==> config.mk <==
export PLATFORM = sky130hd
export DESIGN_NAME = mux2_reg
export DESIGN_NICKNAME = d
export VERILOG_FILES = /design/src/rtl/mux2_reg.sv
export SDC_FILE = /design/constraint.sdc
export NUM_CORES = 1
export LEC_CHECK = 0
export ABC_AREA = 1
export BUFFER_PORTS_ARGS = -buffer_cell sky130_fd_sc_hd__buf_2
export CORE_MARGIN = 3
export CORE_UTILIZATION = 25
export CTS_CLUSTER_SIZE = 14
export DETAILED_ROUTE_END_ITERATION = 10
export GPL_TIMING_DRIVEN = 0
export HOLD_SLACK_MARGIN = 0.15
export PLACE_DENSITY = 0.6
export SLEW_MARGIN = 20
export SYNTH_ARGS = -nofsm -noshare
export SYNTH_HDL_FRONTEND = slang
export SYNTH_SLANG_ARGS = --single-unit
==> constraint.sdc <==
create_clock -name clk -period 0.8 [get_ports clk]
set_input_delay 0.16 -clock clk [delete_from_list [all_inputs] [get_ports clk]]
set_output_delay 0.16 -clock clk [all_outputs]
set_load 0.01 [all_outputs]
==> src/rtl/mux2_reg.sv <==
// mux2_reg: registered 2:1 operand selector with a source-tag bit.
// Out_out[W-1:0] holds the selected operand and Out_out[W] holds the select
// (0 = A, 1 = B), one cycle after sampling.
// Optional feature macro: MUX2_REG_SWCNT_EN adds sw_cnt_out, a 16-bit wrapping
// count of select switches relative to the registered tag.
module mux2_reg #(
   parameter int unsigned W = 8
) (
   input  logic         clk,
   input  logic         reset,
   input  logic [W-1:0] A_in,
   input  logic [W-1:0] B_in,
   input  logic         sel_in,
   output logic [W:0]   Out_out
`ifdef MUX2_REG_SWCNT_EN
   ,
   output logic [15:0]  sw_cnt_out
`endif
);

   localparam int unsigned OUT_W = W + 1;

   logic [OUT_W-1:0] out_d;
   logic [OUT_W-1:0] out_q;

   // Next result: tag bit is the raw select, data field is a bit-exact copy
   always_comb begin
      out_d = '0;
      out_d[W]     = sel_in;
      out_d[W-1:0] = sel_in ? B_in : A_in;
   end

   // Result register, loads every non-reset cycle
   always_ff @(posedge clk) begin
      if (reset) begin
         out_q <= '0;
      end else begin
         out_q <= out_d;
      end
   end

   assign Out_out = out_q;

`ifdef MUX2_REG_SWCNT_EN
   localparam int unsigned CNT_W = 16;

   logic [CNT_W-1:0] cnt_d;
   logic [CNT_W-1:0] cnt_q;

   // Count edges where the new select differs from the registered tag; wraps naturally
   always_comb begin
      cnt_d = cnt_q;
      if (sel_in != out_q[W]) begin
         cnt_d = cnt_q + CNT_W'(1);
      end
   end

   // Switch counter register
   always_ff @(posedge clk) begin
      if (reset) begin
         cnt_q <= '0;
      end else begin
         cnt_q <= cnt_d;
      end
   end

   assign sw_cnt_out = cnt_q;
`endif

endmodule

==> results.ini <==
[outcome]
outcome=complete, but fails checks
violations=setup timing

[power_and_ir_drop]
p_leak_uw=0.000384
ir_drop_v=0.000627
power_density_mw_per_mm2=1610
switching_share_pct=24.0
p_clk_share_pct=33.2
p_comb_share_pct=19.8
p_int_uw=788
p_sw_uw=249
seq_power_share_pct=46.9

[synthesis]
syn-num-nets=73
synth-compound-area-share_pct=0
synthesis.area_um2=370
syn_inst=54
yosys.area_share.simple_pct=34.1
synthAdderAreaFrac_pct=0
ys_ff_latch=9
synth-seq-area-share_pct=48.6
synth.area.mux_share_pct=0
synth_top_family_by_area=simple AND/OR/NAND/NOR gates
synth_cell_type_count=7
synth_xor_area_share_pct=0
synth-warning-count=0
syn_area_per_cell_um2=6.86

[timing]
fin_crit_ns=0.843
hold_violations=0
setup_ws_ns=-0.0430
tightest_slew_ns=0.236
rsz0062_at_grt=yes
drv_slew=0
finalSetupViolations=9
max_freq_mhz=1190
maxSlewHeadroom_pct=84.2
fin_crit_sh_pct=105

[grt]
grt_use_met3_pct=2.44
use_met1_pct=11.1
gr-max-usage-layer=met2
gr-total-overflow=0
grt_use_met2_pct=15.2
grtUsageTotal_pct=9.68
grt_pass1_wl_um=1370
grt_pass1_vias=362
grt_max_degree=11
antenna_found_initial=0

[worst_hold_path]
min_path_type=in2reg
hold_path_end=Out_out[0]
min_from=sel_in
min_delay_path_depth=4

[detailed_routing]
wire_per_inst_um=8.37
routed_wl_um=887
vias=402
drtPass1Iterations=1
drc=0
antenna_left=0
dr.first_iter.drc_count=0
vias_per_cell=3.79

[worst_setup_path]
path_max_fanout=1
critPathKind=reg2out
cpPeakStageDelay_ns=0.31
startpoint_type=flip-flop
worst_ep_arrival_time_ns=0.68
path_delay_family=flip-flops
slowest_stage=dfxtp_1
crit_required_ns=0.64
cp_num_buf_inv=1
cp_cell_sequence=buf_2
crit_path_end_kind=output pin
cp-startpoint=Out_out[1]

[placement]
routabilityCongestion=0.663
post_dp_cell_area_um2=519
dp_cells=95
io_buffers=26
dpl.hpwl_um=611

[floorplanning]
rows=13
start_util_pct=27.4
dieWidth_um=44.5
dieArea_mm2=0.00198
die_y_um=44.5
coreArea_mm2=0.00135
io_pins=28

[cells_and_area]
synthToLayoutAreaGrowth_pct=73.6
fill_cells=139
design_area_um2=643
diodes=0
instances_no_fill=106
final_common_cell=buf_2
drive_gt1_share_pct=37.4
largest_reg_flops=9
nNetsFinal=111
mostFrequentLayoutCells=buf_2 (23), nand2_1 (15), nor2_1 (14)

[clock_network]
tritoncts=built
cts-root-buf=clkbuf_4
htree_num_levels=1
cts_buffer_depth=2
cts_made_buffers=3
clk_pin_slew_ns=0.06
cts.sinks=9

[flow_run]
drv_cap=0

routing by layer:
layer,vias to the layer above,part of all wire (%)
met5,-,0
met4,0,0
met3,0,11
met2,17,47
met1,159,43
li1,226,-
synth_stat cells:
cell type | instances | area, um^2
nor2_1 | 17 | 63.8
nand2_2 | 1 | 6.26
dfxtp_1 | 9 | 180
inv_1 | 10 | 37.5
buf_6 | 1 | 11.3
nand2_1 | 15 | 56.3
buf_8 | 1 | 15.0
worst max-delay path by stage:
stage | depth (start not counted) | endpoint | slack (ns)
5_1_grt | 1 | Out_out[8] | -0.08
3_5_place_dp | 4 | Out_out[6] | 0.09
4_1_cts | 1 | Out_out[1] | -0.06
2_1_floorplan | 4 | Out_out[0] | 0.16
6_report | 1 | Out_out[1] | -0.04
3_3_place_gp | 4 | Out_out[3] | 0.10
cell type report:
type                       instances  area [um^2]  area share, %
clock buffer                       4         26.3           4.09
inverter                          10         37.5           5.84
timing repair buffer              33          219           34.0
tap                               15         18.8           2.92
multi-input combinational         33          134           20.8
sequential                         9          181           28.2
buffer                             2         26.3           4.09
kinds of logic after synthesis:
logic type	after synthesis
AND/OR/NAND/NOR	33
buffers and inverters	12
flip-flops	9
stage by stage:
step	utilization (%)	hold WS (ns)	TNS, ns	setup slack (ns)	power [uW]
4_1_cts	47.1	0.171	-0.491	-0.0648	1060
5_1_grt	47.6	0.184	-0.635	-0.0794	1110
3_5_place_dp	38.5	0.334	0	0.0880	665
3_3_place_gp	38.5	0.334	0	0.102	663
2_1_floorplan	-	0.231	0	0.163	585
6_report	47.6	0.180	-0.329	-0.0430	1040
worst min-delay path, delay by kind of cell:
family	cells	cell delay, ns
simple gates	3	0.13
buf+inv	1	0.11
repair_timing:
action,4_1_cts,5_1_grt
setup endpoints to repair,9,14
hold buffers,9,0
buffers inserted,0,0
pin swaps,0,5
hold endpoints to repair,9,0
gates cloned,0,0
gates resized for setup,0,6
power by group through the flow:
stage                     combinational [uW]  clock [uW]  sequential, uW
after floorplan                         72.1           0             513
after global placement                   168           0             495
after detailed placement                 170           0             496
after CTS                                204         367             486
after global routing                     233         387             489
final                                    206         345             487
Note: power is estimated with default switching activity, not from simulation.
